File: config.mk
export PLATFORM = sky130hd
export DESIGN_NAME = pid_sched
export DESIGN_NICKNAME = d
export VERILOG_FILES = /design/src/rtl/pid_sched_pkg.sv /design/src/rtl/pid_sched_deb.sv /design/src/rtl/pid_sched.sv
export SDC_FILE = /design/constraint.sdc
export NUM_CORES = 1
export LEC_CHECK = 0
export BUFFER_PORTS_ARGS = -buffer_cell sky130_fd_sc_hd__buf_2
export CORE_UTILIZATION = 58
export CTS_CLUSTER_SIZE = 12
export DETAILED_ROUTE_END_ITERATION = 8
export GPL_TIMING_DRIVEN = 0
export PLACE_DENSITY_LB_ADDON = 0.15
export SKIP_LAST_GASP = 1
export SLEW_MARGIN = 20
export SYNTH_ARGS = -nofsm -noshare
export SYNTH_HDL_FRONTEND = slang
export SYNTH_SLANG_ARGS = --single-unit
export TNS_END_PERCENT = 10
File: constraint.sdc
create_clock -name clk -period 3.4 [get_ports clk]
set_clock_uncertainty 0.15 [all_clocks]
set_input_delay 0.68 -clock clk [delete_from_list [all_inputs] [get_ports clk]]
set_output_delay 0.68 -clock clk [all_outputs]
set_load 0.02 [all_outputs]
File: src/rtl/pid_sched_pkg.sv
// Shared types and default parameters for the PID scheduler: state encoding,
// timing defaults and a counter-width helper.
package pid_sched_pkg;

    typedef enum logic [1:0] {
        ST_OFF       = 2'd0,
        ST_SOFTSTART = 2'd1,
        ST_BALANCE   = 2'd2,
        ST_FAULT     = 2'd3
    } state_t;

    localparam int RIDER_DEB_DEF  = 1024;
    localparam int WDOG_DEF       = 4096;
    localparam int OVR_LIMIT_DEF  = 3;
    localparam int FAULT_HOLD_DEF = 65536;

    localparam logic [7:0] SS_DONE = 8'hFF;

    // Bits needed to hold every value from 0 up to and including max_val.
    function automatic int cnt_width(input int max_val);
        return (max_val < 2) ? 1 : $clog2(max_val + 1);
    endfunction

endpackage

File: src/rtl/pid_sched_deb.sv
// Level debouncer: q follows d only after d has held the opposite level for
// DEPTH consecutive clocks; any return to the current level restarts the count.
module deb_filt
    import pid_sched_pkg::*;
#(
    parameter int DEPTH = RIDER_DEB_DEF
) (
    input  logic clk,
    input  logic rst_n,
    input  logic d,
    output logic q
);

    localparam int             CW   = cnt_width(DEPTH - 1);
    localparam logic [CW-1:0]  LAST = CW'(DEPTH - 1);

    logic [CW-1:0] cnt_q, cnt_d;
    logic          q_q, q_d;

    always_comb begin
        cnt_d = cnt_q;
        q_d   = q_q;
        if (d == q_q) begin
            cnt_d = '0;
        end else if (cnt_q == LAST) begin
            q_d   = d;
            cnt_d = '0;
        end else begin
            cnt_d = cnt_q + 1'b1;
        end
    end

    // The filtered level powers up high so a missing rider is assumed.
    always_ff @(posedge clk or negedge rst_n) begin
        if (!rst_n) begin
            cnt_q <= '0;
            q_q   <= 1'b1;
        end else begin
            cnt_q <= cnt_d;
            q_q   <= q_d;
        end
    end

    assign q = q_q;

endmodule

File: src/rtl/pid_sched.sv
// Power/balance scheduler for the PID loop: sequences OFF, SOFTSTART, BALANCE
// and FAULT, gates PID update strobes and guards against overcurrent and stalls.
module pid_sched
    import pid_sched_pkg::*;
#(
    parameter int RIDER_DEB  = RIDER_DEB_DEF,
    parameter int WDOG       = WDOG_DEF,
    parameter int OVR_LIMIT  = OVR_LIMIT_DEF,
    parameter int FAULT_HOLD = FAULT_HOLD_DEF
) (
    input  logic       clk,
    input  logic       rst_n,
    input  logic       go,
    input  logic       stop,
    input  logic       sample_rdy,
    input  logic       ovr_i,
    input  logic       rider_off,
    input  logic [7:0] ss_tmr,
    output logic       vld,
    output logic       pwr_up,
    output logic       rider_off_q,
    output logic       en_steer,
    output logic       fault,
    output logic [1:0] state
);

    localparam int OVR_W  = cnt_width(OVR_LIMIT);
    localparam int WDOG_W = cnt_width(WDOG);
    localparam int HOLD_W = cnt_width(FAULT_HOLD - 1);

    localparam logic [OVR_W-1:0]  OVR_MAX   = OVR_W'(OVR_LIMIT);
    localparam logic [WDOG_W-1:0] WDOG_MAX  = WDOG_W'(WDOG);
    localparam logic [HOLD_W-1:0] HOLD_LAST = HOLD_W'(FAULT_HOLD - 1);

    state_t            state_q, state_d;
    logic [OVR_W-1:0]  ovr_cnt_q, ovr_cnt_d;
    logic [WDOG_W-1:0] wdog_cnt_q, wdog_cnt_d;
    logic [HOLD_W-1:0] hold_cnt_q, hold_cnt_d;
    logic              vld_q, vld_d;
    logic              pwr_up_q, pwr_up_d;
    logic              en_steer_q, en_steer_d;
    logic              fault_q, fault_d;
    logic              rider_deb;
    logic              active, next_active, trip;

    deb_filt #(
        .DEPTH (RIDER_DEB)
    ) u_rider_deb (
        .clk   (clk),
        .rst_n (rst_n),
        .d     (rider_off),
        .q     (rider_deb)
    );

    assign active      = (state_q == ST_SOFTSTART) || (state_q == ST_BALANCE);
    assign next_active = (state_d == ST_SOFTSTART) || (state_d == ST_BALANCE);
    assign trip        = (ovr_cnt_q >= OVR_MAX) || (wdog_cnt_q >= WDOG_MAX);

    // Next-state logic; stop wins over any pending fault while powered.
    always_comb begin
        state_d    = state_q;
        hold_cnt_d = '0;
        case (state_q)
            ST_OFF: begin
                if (go && !stop) state_d = ST_SOFTSTART;
            end
            ST_SOFTSTART: begin
                if (stop)                   state_d = ST_OFF;
                else if (trip)              state_d = ST_FAULT;
                else if (ss_tmr == SS_DONE) state_d = ST_BALANCE;
            end
            ST_BALANCE: begin
                if (stop)      state_d = ST_OFF;
                else if (trip) state_d = ST_FAULT;
            end
            ST_FAULT: begin
                if (hold_cnt_q == HOLD_LAST) state_d = ST_OFF;
                else                         hold_cnt_d = hold_cnt_q + 1'b1;
            end
            default: state_d = ST_OFF;
        endcase
    end

    // Supervision counters only run while powered and restart on every entry.
    always_comb begin
        ovr_cnt_d  = ovr_cnt_q;
        wdog_cnt_d = wdog_cnt_q;
        if (!next_active || !active) begin
            ovr_cnt_d  = '0;
            wdog_cnt_d = '0;
        end else if (sample_rdy) begin
            wdog_cnt_d = '0;
            if (!ovr_i)                    ovr_cnt_d = '0;
            else if (ovr_cnt_q >= OVR_MAX) ovr_cnt_d = OVR_MAX;
            else                           ovr_cnt_d = ovr_cnt_q + 1'b1;
        end else if (wdog_cnt_q >= WDOG_MAX) begin
            wdog_cnt_d = WDOG_MAX;
        end else begin
            wdog_cnt_d = wdog_cnt_q + 1'b1;
        end
    end

    // Outputs are computed from the state being entered so they register in step.
    always_comb begin
        vld_d      = sample_rdy && active && next_active;
        pwr_up_d   = next_active;
        en_steer_d = (state_d == ST_BALANCE) && !rider_deb;
        fault_d    = (state_d == ST_FAULT);
    end

    always_ff @(posedge clk or negedge rst_n) begin
        if (!rst_n) begin
            state_q    <= ST_OFF;
            ovr_cnt_q  <= '0;
            wdog_cnt_q <= '0;
            hold_cnt_q <= '0;
            vld_q      <= 1'b0;
            pwr_up_q   <= 1'b0;
            en_steer_q <= 1'b0;
            fault_q    <= 1'b0;
        end else begin
            state_q    <= state_d;
            ovr_cnt_q  <= ovr_cnt_d;
            wdog_cnt_q <= wdog_cnt_d;
            hold_cnt_q <= hold_cnt_d;
            vld_q      <= vld_d;
            pwr_up_q   <= pwr_up_d;
            en_steer_q <= en_steer_d;
            fault_q    <= fault_d;
        end
    end

    assign vld         = vld_q;
    assign pwr_up      = pwr_up_q;
    assign en_steer    = en_steer_q;
    assign fault       = fault_q;
    assign state       = state_q;
    assign rider_off_q = rider_deb;

endmodule

Word level (Yosys, flattened, before mapping). Index checks and enable logic that the tools add are counted.

Output and inout port bits: 7. Input port bits: 15. Flip-flop bits (word level): 48.

Bitwise gates (word level): 1. Multiplexer cells: 19. Reduce and logical (&&, ||, !) cells: 15. Magnitude comparators: 2. Add/subtract/negate cells: 4. Equality and inequality tests: 10.

Operators with widths (count): 13-bit 2-to-1 mux (3); 16-bit 2-to-1 mux (2); 2-bit 2-to-1 mux (11); 10-bit 2-to-1 mux (2); 16-bit by 1-bit adder with 16-bit output (second input constant) (1); 16-bit equality test (second input constant) (1); 13-bit by 1-bit adder with 13-bit output (second input constant) (1); 13-bit greater-or-equal comparator (second input constant) (1); 10-bit by 1-bit adder with 10-bit output (second input constant) (1); 10-bit equality test (second input constant) (1); 2-bit equality test (second input constant) (4); 8-bit equality test (second input constant) (1); 2-bit case mux with 4 select lines (1); 2-bit by 1-bit equality test with 1-bit output (second input constant) (2); 1-bit logical AND (4); 1-bit zero test (4); 1-bit logical OR (4); 2-bit by 1-bit adder with 2-bit output (second input constant) (1); 2-bit greater-or-equal comparator (second input constant) (1); 2-bit zero test (1); 2-bit AND reduction (1); 2-bit nonzero test (1); 1-bit equality test (1); 1-bit NOT (1).

Logic depth before layout (Yosys ltp). Gate-level depths: netlist (run 1).

Depth after elaboration: 10. Gate-level depth with buffers: 11. Gate-level depth less buffers: 11.

By module. Synthesis (run 1) repeated with hierarchy kept, for this count alone.

Cells, all modules: 238. Area, all modules: 2371.0 um^2.

By module, submodules not included: pid_sched (instances 1, area each 1828.0 um^2, cells each 185); deb_filt (instances 1, area each 543.0 um^2, cells each 53).

Least setup slack after synthesis (run 1). Ideal clock, no wire load.

Path type: register -> register. Start point: register state_q[1], in the netlist state[1]. End point: register wdog_cnt_q[10]. Buffers on the path: 1. Path slack: 594 ps. Cell stages (with the launch flop): 12. Data required time: 3118 ps. Arrival: 2524 ps. Period minus slack after synthesis: 2806 ps. Cell sequence: dfrtp_1 inv_1 ha_1 inv_1 o311a_1 or3_1 o311ai_0 ha_1 nand3b_1 or2_2 clkbuf_1 nor2_1.

Longest elaborated chain between the ends: 9.

RTL lines: from (decl) (line pid_sched.sv:35) `state_t state_q, state_d;`; from (signal assigned) (line pid_sched.sv:122) `state_q <= state_d;`; 2-bit 2-to-1 mux (line pid_sched.sv:70) `else if (ss_tmr == SS_DONE) state_d = ST_BALANCE;`; 2-bit 2-to-1 mux (line pid_sched.sv:69) `else if (trip) state_d = ST_FAULT;`; 2-bit 2-to-1 mux (line pid_sched.sv:68) `if (stop) state_d = ST_OFF;`; 2-bit case mux with 4 select lines (*) (line pid_sched.sv:63) `case (state_q)`; via state_d[1] (line pid_sched.sv:35); 2-bit by 1-bit equality test with 1-bit output or 2-bit equality test (tied branches) (line pid_sched.sv:56) `assign next_active = (state_d == ST_SOFTSTART) || (state_d == ST_BALANCE);`; 1-bit logical OR (*) (line pid_sched.sv:56); via next_active (line pid_sched.sv:44) `logic active, next_active, trip;`; 1-bit zero test (*) (line pid_sched.sv:88) `if (!next_active || !active) begin`; 1-bit logical OR (*) (line pid_sched.sv:88); 13-bit 2-to-1 mux (*) (line pid_sched.sv:88); via wdog_cnt_d[10] (line pid_sched.sv:37) `logic [WDOG_W-1:0] wdog_cnt_q, wdog_cnt_d;`; to (signal assigned) (line pid_sched.sv:124) `wdog_cnt_q <= wdog_cnt_d;`; to (decl) (line pid_sched.sv:37).

The timed path passes the listed nets; every way through them passes the cells marked *. A chain may end at the register's enable or synchronous reset.

Final worst setup path (run 1).
Start point: register state_q[1], in the netlist state[1]. End point: register wdog_cnt_q[9].

The elaborated chain is that of the path after synthesis.

==> results.txt, run 1 <==
Slew headroom - 61.7%
Mapped Area - 2370 um2
# DRC - 0
Minimum clock period - 3.09 ns
Total core area - 3800 um2
H-tree Lvls - 2
Reg clk slew, reported paths - 0.09 ns
GRT overflow - 0
Sequential Area - 1200 um2
Final setup fails - 0
Worst setup SP type - register
Leading area contributor after synthesis - dfrtp_1
Crit-path cells - inv_1 -> ha_1 -> inv_1 -> o311a_1 -> or3_1 -> o311ai_1 -> ha_1 -> nand3b_1 -> or2_2 -> clkbuf_1 -> nor2_1
Starting Density - 62.3%
Flops & latches, synth - 48
Max_cap viols - 0
Total wire length - 3960 um
GP Congestion - 0.817
Critical-path cell with the highest stage delay - dfrtp_1
Total clock buffers created by CTS - 5
Clock tree buffer depth - 2
CTS tree - built
Prevailing post-synth register cell - dfrtp_1
Hold Buf Count CTS - 0
Post-synth net total - 256
Via count - 1674
Outcome - finished, final reports clean
Worst endpoint required time - 3.42 ns
Fmax - 323 MHz
Synth top area share - 49.7%
Worst-Margin Slew - 0.574 ns
Design area - 2650 um2
Clk Latency, worst-skew pair - 0.30 ns
Initial antenna violation count - 0
Total Routing Usage GR - 21.6%
Syn_area_per_cell - 10.2 um2
YS warnings - 0
Multi-input logic area - 1090 um2
DR iter-0 viols - 82
Ports - 22
CP arrival - 3.11 ns
Post-synthesis sequential area ratio - 50.8%
Largest stage delay on the critical path - 0.44 ns
DRT Pass-1 Iters - 4
Period Utilization, post-route - 91.0%
Diodes inserted - 0
Wire per inst - 12.9 um
Peak VDD IR - 0.227 mV
Worst min-delay path class - input port to asynchronous set/reset pin
Vias in the first global route - 1631
Count leader, synth - dfrtp_1
First-pass GRT wire length - 6990 um
CP Capture Type - register
Top cells by area, synth - dfrtp_1 (50%), xnor2_1 (7.4%), nor2_1 (6.7%), ha_1 (5.3%), xor2_1 (4.1%)
Layout Nets - 284
Synth unique cells - 41
Chip Height - 65.9 um
Post-synth EDFFs - 0
Critical path class - register to register
Clock Tree Root - clkbuf_8
Avg Vias per Cell - 5.44
Filler instances - 305
Horiz. Die Dim - 65.9 um
Setup TNS Final - 0 ns
R2R Path Start - state[1]
Crit. Startpoint - state[1]
Post-route ant nets - 0
Max-slew violation count - 0
Placed Area - 2530 um2
Placed cell count - 300
Port bufs - 21
Power Dens Cells - 390 nW/um2
Post-synth ARST share - 100%
Fraction of layout cells with a size suffix above 1 - 15.4%
Finished Layout Cells - 308
CP max FO - 10
Site Rows - 22
Sink Count - 48
RSZ-0062 raised after global routing - false
Leakage power - 1.15 nW
Largest net degree at the start of global routing - 49
DP HPWL - 2690 um
Commonest cells in the netlist - dfrtp_1 (47), nor2_1 (42), xnor2_1 (20)
P&R area growth vs syn - 11.8%
Final hold viol count - 0
Die area - 4340 um2
Overall Power - 1.03 mW
Post-Synthesis Cells - 231
## layout by cell type, fill, tap and decap left out, drive strengths merged, types with 2 or more instances in the layout
cell,n
nand4,10
clkbuf,7
and2,3
or2,2
nand3,9
ha,10
xnor2,20
dfrtp,47
a2bb2oi,2
o21ai,3
inv,14
nor4,7
or3,4
nand2,15
a21oi,3
buf,22
nor3,5
nor2,42
xor2,11
and3,4
## per-layer routing
metal | vias to the layer above | wire length, um | track usage [%]
met1 | 805 | 1890 | 27.4
met5 | - | 0 | 0
met2 | 27 | 1900 | 34.7
li1 | 838 | - | -
met3 | 4 | 132 | 5.86
met4 | 0 | 38 | 8.42
## area by class of cell
cell class	instances	area share, %
Multi-Input combinational cell	166	41.3
Sequential cell	48	45.5
Clock buffer	5	2.60
Tap cell	48	2.27
Timing Repair Buffer	21	4.07
Inverter	14	1.99
Buffer	3	0.710
Clock inverter	3	1.61
## power breakdown
| group | switching [mW] | total (mW) | internal, mW | leakage, nW |
|---|---|---|---|---|
| logic | 0.0227 | 0.0372 | 0.0145 | 0.461 |
| clock network | 0.195 | 0.412 | 0.218 | 0.0541 |
| registers | 0.00611 | 0.583 | 0.577 | 0.635 |
## kinds of logic (layout without fill, tap and decap cells)
logic type	Yosys count	in the layout	share of synthesized area (%)
and+or+nand+nor	106	106	22.8
DFF	48	48	50.8
xor gates and xnor gates	31	31	11.5
AOI/OAI and AO/OA	18	18	6.14
buffers and inverters	17	46	3.01
adders and majority gates	10	10	5.29
muxes	1	1	0.476
## worst max-delay path: cells and delay by family (launching register included)
kind,cells,cell delay [ns]
simple gates,4,0.79
buf+inv,3,0.55
fa+ha+maj,2,0.52
compound gates,2,0.49
flops,1,0.44
## worst paths after layout
path                       depth (start not counted)  slack, ns              endpoint
max                                               11       0.31         wdog_cnt_q[9]
min                                                1       0.21  u_rider_deb.cnt_q[5]
max reg2reg                                       11       0.31         wdog_cnt_q[9]
min reg2reg                                        1       0.32         hold_cnt_q[0]
max in group asynchronous                          1       2.49        wdog_cnt_q[10]
min in group clk                                   1       0.32         hold_cnt_q[0]
## stage by stage
stage | hold WS [ns] | utilization [%] | worst slack, ns
after floorplan | 0.234 | - | 0.594
after global placement | 0.299 | 66.6 | 0.232
after detailed placement | 0.306 | 66.6 | 0.164
after CTS | 0.319 | 69.6 | 0.243
after global routing | 0.261 | 69.6 | 0.107
final | 0.210 | 69.6 | 0.308
## sequential cells by signal (all words and copies together) (netlist names)
| name | flops |
|---|---|
| hold_cnt_q | 16 |
| wdog_cnt_q | 13 |
| u_rider_deb.cnt_q | 10 |
| ovr_cnt_q | 2 |
| state | 2 |
| en_steer | 1 |
| fault | 1 |
| pwr_up | 1 |
| u_rider_deb.q | 1 |
| vld | 1 |
## what timing repair did
action,4_1_cts,5_1_grt
setup buffers,0,0
gates resized for setup,0,1
endpoints found under the setup margin,0,4
Power figures use the tool's default switching activity.
==> run 2: changes to the inputs <==
--- a/config.mk
+++ b/config.mk
@@ -6,11 +6,12 @@
 export NUM_CORES = 1
 export LEC_CHECK = 0
 export BUFFER_PORTS_ARGS = -buffer_cell sky130_fd_sc_hd__buf_2
-export CORE_UTILIZATION = 58
+export CORE_UTILIZATION = 40
 export CTS_CLUSTER_SIZE = 12
 export DETAILED_ROUTE_END_ITERATION = 8
 export GPL_TIMING_DRIVEN = 0
 export PLACE_DENSITY_LB_ADDON = 0.15
+export REMOVE_ABC_BUFFERS = 1
 export SKIP_LAST_GASP = 1
 export SLEW_MARGIN = 20
 export SYNTH_ARGS = -nofsm -noshare
==> run 2 against run 1 <==
Net effect:
- setup slack got worse by 0.044 ns
- register-to-register slack lost 0.04 ns
- sequential power hardly changed
- clock power shrank 2%
- critical path depth shrank 3
- combinational power increased by 1%
- utilization is 22 points lower
- fmax down 1.4%
==> results.txt, run 2 (synthesis results as in run 1) <==
Outcome - finished, final reports clean
Dpl ws - 0.194 ns (+0.0297 ns)
Clock power share - 39.4% (-0.5 points)
First-pass GRT wire length - 6880 um (-1.6%)
Sw Share - 21.0% (-0.63 points)
Clk Latency, worst-skew pair - 0.30 ns (about the same)
DR iter-0 viols - 66 (-20%)
Site Rows - 27 (+23%)
R2R Setup Slk - 0.26 ns (-0.04 ns)
CTS tree - built
Period Utilization, post-route - 92.2% (+1.3 points)
Starting Density - 42.2% (-20 points)
Worst-Margin Slew - 0.664 ns (+0.0895 ns)
Hold Buf Count CTS - 0 (unchanged)
Post-CTS setup buffers - 0 (unchanged)
Via count - 1621 (-3.2%)
Avg Vias per Cell - 4.93 (-9.3%)
Initial antenna violation count - 0 (unchanged)
Max_cap viols - 0 (unchanged)
GP Congestion - 0.814 (-0.37%)
Fmax - 319 MHz (-1.4%)
Wire per inst - 11.9 um (-7.6%)
Crit. Startpoint - hold_cnt_q[3]
RSZ-0062 raised after global routing - false
Multi-input logic area - 1090 um2 (unchanged)
Layout Nets - 281 (-1.1%)
Fraction of layout cells with a size suffix above 1 - 14.8% (-0.60 points)
Routed met2 length - 1640 um (-14%)
Final core utilization - 47.3% (-22 points)
R2R Path Start - hold_cnt_q[3]
R2R Path End - wdog_cnt_q[9]
Sink Count - 48 (unchanged)
DP HPWL - 2680 um (-0.26%)
Leakage power - 1.14 nW (-0.64%)
Met3 wire length - 131 um (-0.76%)
Total core area - 5610 um2 (+48%)
Final setup fails - 0 (unchanged)
Biggest regs - hold_cnt_q (16), wdog_cnt_q (13), u_rider_deb.cnt_q (10)
Final hold viol count - 0 (unchanged)
Sequential share of power - 56.9% (+0.4 points)
Met1 WL - 2080 um (+9.8%)
DR top layer - met4
Most frequent cells in the layout - dfrtp_1 (47), nor2_1 (42), xnor2_1 (20), buf_2 (20), nand2_1 (15)
Design area - 2650 um2 (+0.28%)
Worst min-delay path class - input port to asynchronous set/reset pin
Diodes inserted - 0 (unchanged)
Sequential Area - 1200 um2 (unchanged)
CP Capture Type - register
DRT Pass-1 Iters - 4 (unchanged)
Worst endpoint required time - 3.47 ns (+0.05 ns)
Post-CTS sizing - 0 (unchanged)
Ports - 22 (unchanged)
Power Dens Cells - 387 nW/um2 (-1.0%)
Total Routing Usage GR - 14.3% (-7.2 points)
Horiz. Die Dim - 78.9 um (+20%)
H-tree Lvls - 2 (unchanged)
Port bufs - 21 (unchanged)
Final worst slack - 0.264 ns (-0.0442 ns)
Total wire length - 3910 um (-1.3%)
Clock tree buffer depth - 2 (unchanged)
Vias in the first global route - 1540 (-5.6%)
Peak VDD IR - 0.289 mV (+28%)
Most common cell after layout, fill and taps aside - dfrtp_1
Worst setup SP type - register
Post-route ant nets - 0 (unchanged)
Max-slew violation count - 0 (unchanged)
P&R area growth vs syn - 12.1%
# DRC - 0 (unchanged)
Worst setup path endpoint - wdog_cnt_q[9]
CP arrival - 3.21 ns (+0.10 ns)
Filler instances - 560 (+84%)
Largest net degree at the start of global routing - 49 (unchanged)
Switch Pwr - 0.215 mW (-3.6%)
Int Power - 0.810 mW (about the same)
Finished Layout Cells - 329 (+6.8%)
Critical path class - register to register
Reg clk slew, reported paths - 0.09 ns (about the same)
GRT overflow - 0 (unchanged)
CP max FO - 18 (+8)
Gate power share - 3.7% (about the same)
Setup TNS Final - 0 ns (unchanged)
Placed cell count - 321 (+7.0%)
Placed Area - 2540 um2 (+0.44%)
Largest Register - hold_cnt_q
Slew headroom - 55.2% (-6.5 points)
R2r worst-path depth - 8 (-3)
Clock Tree Root - clkbuf_8
Die area - 6230 um2 (+44%)
Max reg flops - 16 (unchanged)
Total clock buffers created by CTS - 5 (unchanged)
Chip Height - 78.9 um (+20%)
Minimum clock period - 3.14 ns (+0.0442 ns)
run 2: power groups by stage:
| stage | Combinational, mW | Clock (mW) | Sequential (mW) |
|---|---|---|---|
| 2_1_floorplan | 0.0150 | 0 | 0.594 |
| 3_3_place_gp | 0.0384 | 0 | 0.594 |
| 3_5_place_dp | 0.0389 | 0 | 0.595 |
| 4_1_cts | 0.0391 | 0.419 | 0.584 |
| 5_1_grt | 0.0452 | 0.441 | 0.585 |
| 6_report | 0.0377 | 0.404 | 0.583 |
run 2: stage by stage:
step                      total power, mW  hold WS, ns
after floorplan                     0.609        0.234
after global placement              0.632        0.303
after detailed placement            0.634        0.305
after CTS                            1.04        0.316
after global routing                 1.07        0.273
final                                1.03        0.213
run 2: area by class of cell:
type	instances	share of cell area, %
Sequential cell	48	45.3
Timing Repair Buffer	21	4.06
Inverter	14	1.98
Clock buffer	6	2.74
Tap cell	72	3.40
Multi-Input combinational cell	166	41.2
Clock inverter	2	1.32
run 2: metal layers:
layer | GRT usage (%) | vias up
met4 | 5.45 | 0
met5 | 0 | -
met1 | 19.3 | 755
li1 | - | 831
met2 | 22.3 | 27
met3 | 3.45 | 8
run 2: how the worst min path moves through the flow:
| stage | slack, ns | endpoint | cells after the start | from |
|---|---|---|---|---|
| detailed placement | 0.30 | hold_cnt_q[0] | 1 | hold_cnt_q[0] |
| global placement | 0.30 | hold_cnt_q[0] | 1 | hold_cnt_q[0] |
| global route | 0.27 | u_rider_deb.cnt_q[5] | 1 | rst_n |
| floorplan | 0.23 | en_steer | 0 | rst_n |
| CTS | 0.32 | hold_cnt_q[0] | 1 | hold_cnt_q[0] |
| finish | 0.21 | u_rider_deb.cnt_q[6] | 1 | rst_n |
run 2: worst max-delay path, cell delays in order, from the launching register on:
cell and delay [ns]:
dfrtp_1 0.47, nand4_4 0.19, or3_4 0.42, o21ai_4 0.41, o311ai_0 0.30, ha_1 0.41
nand3b_1 0.14, or2_2 0.42, nor2_1 0.14
==> run 3: changes to the inputs <==
==> constraint.sdc (replaced) <==
create_clock -name clk -period 3.4 [get_ports clk]
set_clock_uncertainty 0.15 [all_clocks]
set_input_delay 0.17 -clock clk [delete_from_list [all_inputs] [get_ports clk]]
set_output_delay 0.17 -clock clk [all_outputs]
set_load 0.02 [all_outputs]
==> run 3 against run 2 <==
Net effect:
- routed wire length up 0.82%
- total power up 0.28%
- setup slack worse by 0.0044 ns
- sequential cell count unchanged
- global-route usage up 0.074 points
- combinational power up 7.2%
- final area up 1.1%
- non-clock buffer count up 3
- cell count up 0.91%
- register-to-register slack about the same
- die area unchanged
- largest cell class unchanged
- highest routed layer unchanged
==> results.txt, run 3 (synthesis results as in run 1) <==
CP Capture Type - register
Largest Register - hold_cnt_q
Fmax - 318 MHz (-0.14%)
Int Power - 0.812 mW (+0.28%)
Via count - 1621 (unchanged)
Leakage power - 1.16 nW (+1.1%)
P&R area growth vs syn - 13.4%
Worst min-delay path class - input port to register
Final setup fails - 0 (unchanged)
Final hold viol count - 0 (unchanged)
Biggest regs - hold_cnt_q (16), wdog_cnt_q (13), u_rider_deb.cnt_q (10)
Clock Tree Root - clkbuf_8
Worst setup path endpoint - wdog_cnt_q[9]
H-tree Lvls - 2 (unchanged)
Power Dens Cells - 383 nW/um2 (-0.85%)
Switch Pwr - 0.216 mW (+0.26%)
First-pass GRT wire length - 6910 um (+0.49%)
CTS tree - built
Final hold slack - 0.0172 ns (-0.196 ns)
Sequential Area - 1200 um2 (unchanged)
Sink Count - 48 (unchanged)
Horiz. Die Dim - 78.9 um (unchanged)
Buf+Inv Stages, Crit Path - 0 (unchanged)
Initial antenna violation count - 0 (unchanged)
R2R Setup Slk - 0.26 ns (about the same)
Filler instances - 556 (-0.71%)
Starting Density - 42.2% (unchanged)
HP Start - ovr_i
Final worst slack - 0.259 ns (-0.00439 ns)
Wire per inst - 11.9 um (about the same)
Die area - 6230 um2 (unchanged)
Avg Vias per Cell - 4.88 (-0.90%)
Multi-input logic area - 1090 um2 (unchanged)
Peak VDD IR - 0.289 mV (about the same)
Slew headroom - 54.9% (-0.25 points)
DP HPWL - 2680 um (unchanged)
Chip Height - 78.9 um (unchanged)
Gate power share - 3.9% (+0.2 points)
Most frequent cells in the layout - dfrtp_1 (47), nor2_1 (42), xnor2_1 (20), buf_2 (20), nand2_1 (15)
Port bufs - 21 (unchanged)
Total clock buffers created by CTS - 5 (unchanged)
Post-route ant nets - 0 (unchanged)
Max reg flops - 16 (unchanged)
Max-slew violation count - 0 (unchanged)
R2R Path End - wdog_cnt_q[9]
Clock power share - 39.3% (about the same)
Largest net degree at the start of global routing - 49 (unchanged)
Layout Nets - 284 (+1.1%)
Clk Latency, worst-skew pair - 0.30 ns (about the same)
Diodes inserted - 0 (unchanged)
Fraction of layout cells with a size suffix above 1 - 14.6% (-0.17 points)
Post-CTS setup buffers - 0 (unchanged)
CP max FO - 18 (unchanged)
Top delay family on crit path - simple AND/OR/NAND/NOR gates
CP arrival - 3.21 ns (about the same)
Worst setup SP type - register
R2R Path Start - hold_cnt_q[3]
Vias in the first global route - 1552 (+0.78%)
Largest stage delay on the critical path - 0.47 ns (about the same)
Total core area - 5610 um2 (unchanged)
R2r worst-path depth - 8 (unchanged)
Setup TNS Final - 0 ns (unchanged)
Critical-path cell with the highest stage delay - dfrtp_1
Worst endpoint required time - 3.47 ns (about the same)
Crit path depth - 8 (unchanged)
Total wire length - 3940 um (+0.82%)
Worst-Margin Slew - 0.667 ns (+0.00376 ns)
DRT Pass-1 Iters - 4 (unchanged)
Most common cell after layout, fill and taps aside - dfrtp_1
Sw Share - 21.0% (about the same)
Max_cap viols - 0 (unchanged)
GP Congestion - 0.814 (unchanged)
# DRC - 0 (unchanged)
RSZ-0062 raised after global routing - false
Reg clk slew, reported paths - 0.09 ns (about the same)
GRT overflow - 0 (unchanged)
Period Utilization, post-route - 92.4% (+0.13 points)
Final core utilization - 47.8% (+0.54 points)
Total Routing Usage GR - 14.4% (+0.074 points)
Sequential share of power - 56.7% (-0.2 points)
Crit. Startpoint - hold_cnt_q[3]
DR iter-0 viols - 63 (-4.5%)
Clock tree buffer depth - 2 (unchanged)
Crit-path cells - nand4_4 -> or3_4 -> o21ai_4 -> o311ai_0 -> ha_1 -> nand3b_1 -> or2_2 -> nor2_1
Dpl ws - 0.194 ns (unchanged)
Minimum clock period - 3.14 ns (+0.00439 ns)
Outcome - finished, final reports clean
Ports - 22 (unchanged)
Critical path class - register to register
Overall Power - 1.03 mW (+0.28%)
Site Rows - 27 (unchanged)
run 3: cell types whose count changed in the layout (fill, tap and decap cells not counted):
cell | before | now
dlygate4sd3_1 | 0 | 3
run 3: area by class of cell:
cell class / instances / area share (%)
Clock buffer: 6 / 2.71
Clock inverter: 2 / 1.31
Inverter: 14 / 1.96
Multi-Input combinational cell: 166 / 40.7
Sequential cell: 48 / 44.8
Tap cell: 72 / 3.36
Timing Repair Buffer: 24 / 5.13
run 3: layer usage:
| layer | track usage, % | part of all wire (%) |
|---|---|---|
| met5 | 0 | 0 |
| met4 | 5.45 | 1.6 |
| met3 | 3.45 | 3.2 |
| met2 | 22.5 | 42 |
| met1 | 19.3 | 53 |
run 3: worst min-delay path by stage:
stage | slack, ns | endpoint | cells past startpoint
after floorplan | -0.28 | en_steer | 0
after global placement | 0.28 | u_rider_deb.cnt_q[5] | 1
after detailed placement | 0.27 | u_rider_deb.cnt_q[6] | 1
after CTS | 0.009 | ovr_cnt_q[1] | 3
after global routing | 0.04 | ovr_cnt_q[0] | 3
final | 0.02 | ovr_cnt_q[1] | 3
run 3: repair_timing:
action                                 CTS  global route
setup endpoints to repair                0             3
endpoints found under the hold margin   49             0
hold buffers                             3             0
resized for setup                        0             0
run 3: per-stage QoR:
stage | std cells | cell area [um2]
floorplan | 228 | 2350
global placement | 321 | 2540
detailed placement | 321 | 2540
CTS | 332 | 2680
global route | 332 | 2680
finish | 332 | 2680
run 3: worst reg2reg max path: cells and delay by family (launching register included):
| kind | cells | cell delay, ns |
|---|---|---|
| AOI/OAI and AO/OA | 2 | 0.71 |
| and+or+nand+nor | 5 | 1.33 |
| DFF | 1 | 0.47 |
| adders and majority gates | 1 | 0.41 |
run 3: power groups by stage:
stage / registers, mW / clock network, mW / logic [mW]
2_1_floorplan: 0.594 / 0 / 0.0150
3_3_place_gp: 0.594 / 0 / 0.0384
3_5_place_dp: 0.595 / 0 / 0.0389
4_1_cts: 0.584 / 0.419 / 0.0416
5_1_grt: 0.585 / 0.441 / 0.0480
6_report: 0.583 / 0.404 / 0.0404
